--- config.mk ---
export PLATFORM = sky130hd
export DESIGN_NAME = alu_issue_queue
export DESIGN_NICKNAME = d
export VERILOG_FILES = /design/src/rtl/alu_issue_queue.sv
export SDC_FILE = /design/constraint.sdc
export NUM_CORES = 1
export LEC_CHECK = 0
export BUFFER_PORTS_ARGS = -buffer_cell sky130_fd_sc_hd__buf_2
export CAP_MARGIN = 20
export CORE_ASPECT_RATIO = 1.2
export CORE_MARGIN = 2
export CORE_UTILIZATION = 40
export CTS_CLUSTER_SIZE = 16
export DETAILED_ROUTE_END_ITERATION = 16
export GPL_ROUTABILITY_DRIVEN = 0
export RECOVER_POWER = 100
export SYNTH_ARGS = -nofsm -noshare
export SYNTH_HDL_FRONTEND = slang
export SYNTH_SLANG_ARGS = --single-unit
--- constraint.sdc ---
create_clock -name clk -period 2.37 [get_ports clk]
set_input_delay 0.237 -clock clk [delete_from_list [all_inputs] [get_ports clk]]
set_output_delay 0.237 -clock clk [all_outputs]
set_load 0.02 [all_outputs]
--- src/rtl/alu_issue_queue.sv ---
`default_nettype none
// ============================================================================
// Module   : alu_issue_queue
// Purpose  : Request FIFO feeding the ALU with single-cycle valid_in pulses and
//            registered operands; opcodes 14/15 are rejected at enqueue.
//            Optional macro ALU_IQ_BYPASS_EN adds an empty-queue bypass path.
// Revision : 1.0 - initial release
// ============================================================================
module alu_issue_queue #(
  parameter int DEPTH = 4,
  parameter int WIDTH = 4
) (
  input  logic                     clk,
  input  logic                     reset,
  input  logic                     req_valid,
  output logic                     req_ready,
  input  logic [WIDTH-1:0]         req_a,
  input  logic [WIDTH-1:0]         req_b,
  input  logic                     req_cin,
  input  logic [3:0]               req_ctl,
  input  logic                     issue_en,
  output logic                     valid_in,
  output logic [WIDTH-1:0]         a,
  output logic [WIDTH-1:0]         b,
  output logic                     cin,
  output logic [3:0]               ctl,
  output logic [$clog2(DEPTH):0]   count,
  output logic                     req_err,
  output logic [7:0]               err_count
);

  localparam int PW = $clog2(DEPTH);
  localparam int CW = PW + 1;
  localparam int EW = 2 * WIDTH + 5;

  localparam logic [CW-1:0] C_FULL          = CW'(DEPTH);
  localparam logic [CW-1:0] C_CNT_ONE       = CW'(1);
  localparam logic [PW-1:0] C_PTR_ONE       = PW'(1);
  localparam logic [3:0]    C_FIRST_ILLEGAL = 4'd14;
  localparam logic [7:0]    C_ERR_MAX       = 8'hFF;

  logic [EW-1:0] mem_q [DEPTH];
  logic [PW-1:0] wr_ptr_q, wr_ptr_d;
  logic [PW-1:0] rd_ptr_q, rd_ptr_d;
  logic [CW-1:0] count_q, count_d;
  logic [EW-1:0] out_q, out_d;
  logic          valid_q, valid_d;
  logic          err_q, err_d;
  logic [7:0]    err_cnt_q, err_cnt_d;

  logic          w_accept;
  logic          w_illegal;
  logic          w_push;
  logic          w_pop;
  logic          w_bypass;
  logic          w_write;
  logic [EW-1:0] w_req_entry;

  assign req_ready   = (count_q != C_FULL);
  assign w_accept    = req_valid && req_ready;
  assign w_illegal   = (req_ctl >= C_FIRST_ILLEGAL);
  assign w_push      = w_accept && !w_illegal;
  assign w_pop       = issue_en && (count_q != '0);
  assign w_req_entry = {req_a, req_b, req_cin, req_ctl};

`ifdef ALU_IQ_BYPASS_EN
  // An empty queue with issue enabled hands the request straight to the output register.
  assign w_bypass = w_push && (count_q == '0) && issue_en;
`else
  assign w_bypass = 1'b0;
`endif

  assign w_write = w_push && !w_bypass;

  always_comb begin
    wr_ptr_d  = wr_ptr_q;
    rd_ptr_d  = rd_ptr_q;
    count_d   = count_q;
    out_d     = out_q;
    valid_d   = 1'b0;
    err_d     = w_accept && w_illegal;
    err_cnt_d = err_cnt_q;

    if (w_write) begin
      wr_ptr_d = wr_ptr_q + C_PTR_ONE;
    end
    if (w_pop) begin
      rd_ptr_d = rd_ptr_q + C_PTR_ONE;
    end

    case ({w_write, w_pop})
      2'b10:   count_d = count_q + C_CNT_ONE;
      2'b01:   count_d = count_q - C_CNT_ONE;
      default: count_d = count_q;
    endcase

    // Pop and bypass are exclusive: bypass needs an empty queue, pop a non-empty one.
    if (w_pop) begin
      out_d   = mem_q[rd_ptr_q];
      valid_d = 1'b1;
    end else if (w_bypass) begin
      out_d   = w_req_entry;
      valid_d = 1'b1;
    end

    if (err_d && (err_cnt_q != C_ERR_MAX)) begin
      err_cnt_d = err_cnt_q + 8'd1;
    end
  end

  always_ff @(posedge clk) begin
    if (!reset) begin
      wr_ptr_q  <= '0;
      rd_ptr_q  <= '0;
      count_q   <= '0;
      out_q     <= '0;
      valid_q   <= 1'b0;
      err_q     <= 1'b0;
      err_cnt_q <= 8'd0;
    end else begin
      wr_ptr_q  <= wr_ptr_d;
      rd_ptr_q  <= rd_ptr_d;
      count_q   <= count_d;
      out_q     <= out_d;
      valid_q   <= valid_d;
      err_q     <= err_d;
      err_cnt_q <= err_cnt_d;
    end
  end

  // Storage needs no reset: occupancy and pointers define which entries are live.
  always_ff @(posedge clk) begin
    if (reset && w_write) begin
      mem_q[wr_ptr_q] <= w_req_entry;
    end
  end

  assign valid_in         = valid_q;
  assign {a, b, cin, ctl} = out_q;
  assign count            = count_q;
  assign req_err          = err_q;
  assign err_count        = err_cnt_q;

endmodule
`default_nettype wire

* Yosys cells after proc, flatten, opt, wreduce, memory -nomap -nowiden
Memory sizes are Yosys's and may differ from the RTL's. A register that Yosys moved wholly into a read port is not among the register bits.
Index checks and enable logic that the tools add are counted.
** Operators by class
- Muxes and demuxes :: 4
- $add $sub $neg :: 5
- Reduce and logical (&&, ||, !) cells :: 10
- Magnitude comparators :: 1
- Eq/ne operators :: 4
** Operators by type and width (count)
- 8-bit by 1-bit adder with 8-bit output (second input constant) :: 1
- 8-bit inequality test (second input constant) :: 1
- 1-bit logical AND :: 6
- 3-bit case mux with 2 select lines :: 1
- 2-bit by 1-bit adder with 2-bit output (second input constant) :: 2
- 4-bit >= comparator (second input constant) :: 1
- 3-bit by 1-bit adder with 3-bit output (second input constant) :: 1
- 1-bit 2-to-1 mux :: 3
- 3-bit inequality test (second input constant) :: 1
- 3-bit nonzero test :: 1
- 3-bit by 1-bit subtractor with 3-bit output (second input constant) :: 1
- 2-bit by 1-bit == test with 1-bit output (second input constant) :: 1
- 2-bit == test (second input constant) :: 1
- 1-bit zero test :: 2
- 2-bit nonzero test :: 1
** Storage, ports and cells
- Word-level logic and storage cells :: 31
- Register bits after elaboration :: 17
- Memory bits (writable) :: 52
- Memories kept :: 1
** Memories
- mem_q :: depth 4, bits a word 13, rd ports 1, clocked after memory_dff 1, wr ports 1, RTL line 42 : logic [EW-1:0] mem_q [DEPTH];

* Longest topological paths before layout
- Word-level depth :: 6
- Mapped depth :: 11

* Worst setup path before layout
OpenSTA, ideal clock, no wires.
- Kind :: register to register
- From :: register count_q[2] (netlist: count[2])
- To :: register count_q[2] (netlist: count[2])
- Data required time :: 2.300 ns
- Path slack :: -0.175 ns
- Setup time :: 0.070 ns
- Cell stages (with the launch flop) :: 12
- Arrival time :: 2.475 ns
- Buffers on the path :: 1
- Cell sequence :: dfxtp_1 nor3b_2 clkinv_2 and3_1 buf_6 clkinv_2 ha_1 inv_1 fa_1 xor2_1 or3_1 a21oi_1
** On the way
- Cells in the longest elaborated chain, start to end :: 5
** RTL lines
- start: declaration :: RTL line 45 : logic [CW-1:0] count_q, count_d;
- start signal: assignment :: RTL line 123 : count_q <= count_d;
- 3-bit inequality test (*) :: RTL line 59 : assign req_ready = (count_q != C_FULL);
- net req_ready :: RTL line 16 : output logic req_ready,
- 1-bit logical AND (*) :: RTL line 60 : assign w_accept = req_valid && req_ready;
- 1-bit logical AND (*) :: RTL line 62 : assign w_push = w_accept && !w_illegal;
- 2-bit by 1-bit == test with 1-bit output / 2-bit == test (equally long branches) :: RTL line 91 : case ({w_write, w_pop})
- 3-bit case mux with 2 select lines / 2-bit nonzero test (equally long branches)
The timed path passes the listed nets; every way through them passes the cells marked *.
A chain may end at the register's enable or synchronous reset.

* Worst setup path after layout
- From :: register count_q[2] (netlist: count[2])
- To :: register count_q[2] (netlist: count[2])
** On the way
- Cells in the longest elaborated chain, start to end :: 5
** RTL lines (RTL line)
- 3-bit inequality test :: 59
- 1-bit logical AND :: 60
- 1-bit logical AND :: 62
- 2-bit by 1-bit == test with 1-bit output / 2-bit == test (equally long branches) :: 91
- 3-bit case mux with 2 select lines / 2-bit nonzero test (equally long branches)
Several ways; a longest one is shown, not always the timed one.

==> metrics.md <==
| Metric | Value |
|---|---|
| Synthesized Nets | `249` |
| Layout fillers | `slightly above 700` |
| Clock group share of total power | `30.2%` |
| Worst Path Buf+Inv | `3` |
| Layout Cells excl Fill | `378` |
| FF-to-FF path depth | `10` |
| DP Wirelength | `3.79 mm` |
| Ant. Diodes | `0` |
| Yosys warns | `0` |
| Root Buffer | `clkbuf_8` |
| Die height | `102 um` |
| Ranking of synthesized cells by area | `edfxtp_1, dfxtp_1, mux4_2, nand2_1, a21oi_1` |
| Critical path arrival | `2.45 ns` |
| Tightest Pin Transition | `0.710 ns` |
| Placed Area | `3580 sq um` |
| Final min period | `between 2 and 2.5 ns` |
| Die area | `8800 sq um` |
| DRT Pass-1 Iters | `4` |
| Comb pwr share | `a little under a quarter` |
| Max Freq | `about 460 MHz` |
| TritonCTS Buffers | `9` |
| CTS clk-pin slew, worst paths | `around 0.080 ns` |
| R2R Path End | `count[2]` |
| CP Launch Type | `flip-flop` |
| Maximum root-to-sink buffer count | `2` |
| CP delay by family, top | `simple AND/OR/NAND/NOR gates` |
| Worst Setup SP | `count[2]` |
| Post-route cell area | `3730 sq um` |
| Final Max Tran Viols | `0` |
| P_leak | `1.24 nW` |
| CP cell instances | `nor3b_4 -> clkinv_2 -> and3_1 -> clkinv_1 -> ha_1 -> inv_1 -> fa_1 -> xor2_1 -> or3_1 -> a21oi_1` |
| Levels on crit path | `10` |
| Fin Setup TNS | `0 ns` |
| FF+latch count, synth | `82` |
| Switching share of power | `29.5%` |
| Initial antenna violation count | `0` |
| EDFF count, synth | `52` |
| # H-tree levels | `3` |
| PortBufs | `43` |
| Mapped cell area | `3230 sq um` |
| I/O pins | `44` |
| RSZ-0062 raised after global routing | `no` |
| Share of the synthesized area in the top cell type | `48.4%` |
| Global-route usage over all layers | `roughly 14%` |
| Clk_skew | `0.00510 ns` |
| Nets@finish | `~300` |
| Sink Count | `82` |
| Worst-path fanout max | `5` |
| Core ar. | `between 7000 and 8000 sq um` |
| GRT overflow | `0` |
| Largest net degree at the start of global routing | `29` |
| Reg2reg setup slack | `around 0.18 ns` |
| Dpl cells | `360` |
| Vias/cell | `5.10` |
| Die W | `about 86 um` |
| Hold WC Path Type | `input port to flip-flop` |
| Reg2reg start | `count[2]` |
| Top FF cell, synth | `edfxtp_1` |
| Final antenna-violating net count | `0` |
| Share of cells above drive strength 1 | `about 17%` |
| Initial Util | `41.6%` |
| Final Util | `between 40% and 50%` |
| Switch Pwr | `0.00109 W` |
| First-pass GRT wire length | `9.40 mm` |
| Cell accounting for the most synthesized area | `edfxtp_1` |
| Num rows | `35` |
| Async SR Flop Fraction | `0%` |
| CP endpoint | `count[2]` |
| Internal | `0.00261 W` |
| Setup violators final | `0` |
| Layout area overhead | `15.6%` |
| Hold Fails Final Rpt | `0` |
| Required time of the critical path | `2.63 ns` |
| Clock Latency Late Sink | `0.34 ns` |
| Vias | `1,927` |
| Vias in the first global route | `between 1.5k and 2k` |
| Crit-path max cell delay | `between 0.3 and 0.4 ns` |
| Max cap viols | `0` |
| Rel. slew slack | `52.7%` |
| Worst VDD drop | `379 uV` |
| Sequential power share | `47.2%` |
| Post-Route WL | `5.76 mm` |
| TritonCTS clock tree | `done` |
| Critical hold path startpoint | `req_a[2]` |
| Yosys cell types | `39` |
| Syn Area/Cell | `14.3 sq um` |
| Power Dens Cells | `between 900 and 1000 nW/um^2` |
| Slowest cell on the critical path | `dfxtp_4` |
| Drc violations | `0` |
| DR iter-0 viols | `106` |
| Worst Setup End Kind | `flip-flop` |
| Fin crit share | `92.3%` |
| WS Path Type | `flip-flop to flip-flop` |
| Post-synthesis sequential area ratio | `67.0%` |
| Per-cell routed wire length | `15.2 um` |
| Cells after synthesis | `approximately 230` |
| Status | `complete, no violations` |
worst min-delay path by stage:
stage / cells past startpoint / slack [ns] / endpoint
finish: 1 / 0.15 / mem_q[0][11]
global route: 1 / 0.17 / mem_q[0][0]
global placement: 2 / 0.44 / out_q[9]
detailed placement: 2 / 0.45 / out_q[7]
floorplan: 0 / 0.34 / mem_q[0][0]
CTS: 1 / 0.09 / mem_q[0][11]
power by group through the flow:
stage	Sequential, W	Combinational, W	Clock, W
finish	0.00175	0.000838	0.00112
global route	0.00178	0.000939	0.00119
CTS	0.00176	0.000908	0.00114
detailed placement	0.00179	0.000905	0
global placement	0.00178	0.000896	0
floorplan	0.00188	0.000551	0
sequential cells by signal, indices dropped and copies added (netlist names):
register / flops
valid_in: 1
mem_q: 52
out_q: 13
wr_ptr_q: 2
count: 3
rd_ptr_q: 2
req_err: 1
err_count: 8
per-layer routing:
| metal | vias up | wire [um] | GRT usage [%] |
|---|---|---|---|
| li1 | 940 | - | - |
| met1 | 939 | 2510 | 17.4 |
| met2 | 39 | 2930 | 24.6 |
| met3 | 9 | 229 | 2.67 |
| met4 | 0 | 97 | 7.08 |
| met5 | - | 0 | 0 |
synth_stat cells, drive strengths merged, types with 2 or more instances:
| master | instances |
|---|---|
| clkbuf | 4 |
| or4 | 2 |
| dfxtp | 30 |
| nor2 | 10 |
| xor2 | 3 |
| nand3 | 6 |
| a21oi | 20 |
| clkinv | 3 |
| buf | 6 |
| edfxtp | 52 |
| nand2b | 2 |
| xnor2 | 2 |
| o31ai | 3 |
| nand4 | 2 |
| mux4 | 13 |
| nand2 | 32 |
| nor4 | 3 |
| ha | 6 |
| o21ai | 3 |
| inv | 7 |
| and3 | 5 |
| or3 | 2 |
logic make-up (layout without fill, tap and decap cells):
logic type                 after synthesis  in the layout  synth area share (%)
DFF                                     82             82                  67.0
and+or+nand+nor                         67             67                  10.3
AOI/OAI and AO/OA                       30             30                  5.90
buffers and inverters                   20             81                  3.10
muxes                                   14             14                  9.39
adders and majority gates                7              7                  2.95
xor gates and xnor gates                 5              5                  1.36
per-stage QoR:
step | setup WS [ns] | hold WS, ns | total power, W
2_1_floorplan | 0.00985 | 0.336 | 0.00243
3_3_place_gp | 0.168 | 0.443 | 0.00268
3_5_place_dp | 0.0980 | 0.447 | 0.00270
4_1_cts | 0.0679 | 0.0912 | 0.00381
5_1_grt | 0.0281 | 0.169 | 0.00391
6_report | 0.184 | 0.148 | 0.00371
area by class of cell:
type | instances | area [sq um] | share of cell area, %
Clock buffer | 9 | 124 | 3.32
Clock inverter | 7 | 101 | 2.72
Inverter | 10 | 38.8 | 1.04
Multi-Input combinational cell | 123 | 950 | 25.5
Sequential cell | 82 | 2170 | 58.1
Tap cell | 92 | 115 | 3.09
Timing Repair Buffer | 55 | 231 | 6.21
layout by cell type (no fill, tap or decap), types with 2 or more instances in the layout:
cell type / netlist / layout
edfxtp_1: 52 / 52
clkbuf_1: 4 / 43
nand2_1: 32 / 32
dfxtp_1: 30 / 28
a21oi_1: 19 / 19
mux4_2: 13 / 13
nor2_1: 10 / 10
clkbuf_8: 0 / 9
inv_1: 6 / 6
nand3_1: 6 / 6
ha_1: 6 / 6
and3_1: 5 / 5
buf_2: 3 / 4
clkbuf_2: 0 / 4
o31ai_1: 2 / 3
xor2_1: 3 / 3
nor4_1: 2 / 3
o21ai_0: 3 / 3
buf_4: 1 / 3
clkinv_1: 1 / 2
clkinv_2: 2 / 2
xnor2_1: 2 / 2
nand4_1: 2 / 2
or4_1: 2 / 2
or3_1: 2 / 2
bufinv_16: 0 / 2
timing repair:
item	4_1_cts	5_1_grt
resized for setup	0	0
hold buffers	0	0
setup endpoints to repair	0	1
setup buffers	0	2
Power figures use the tool's default switching activity.
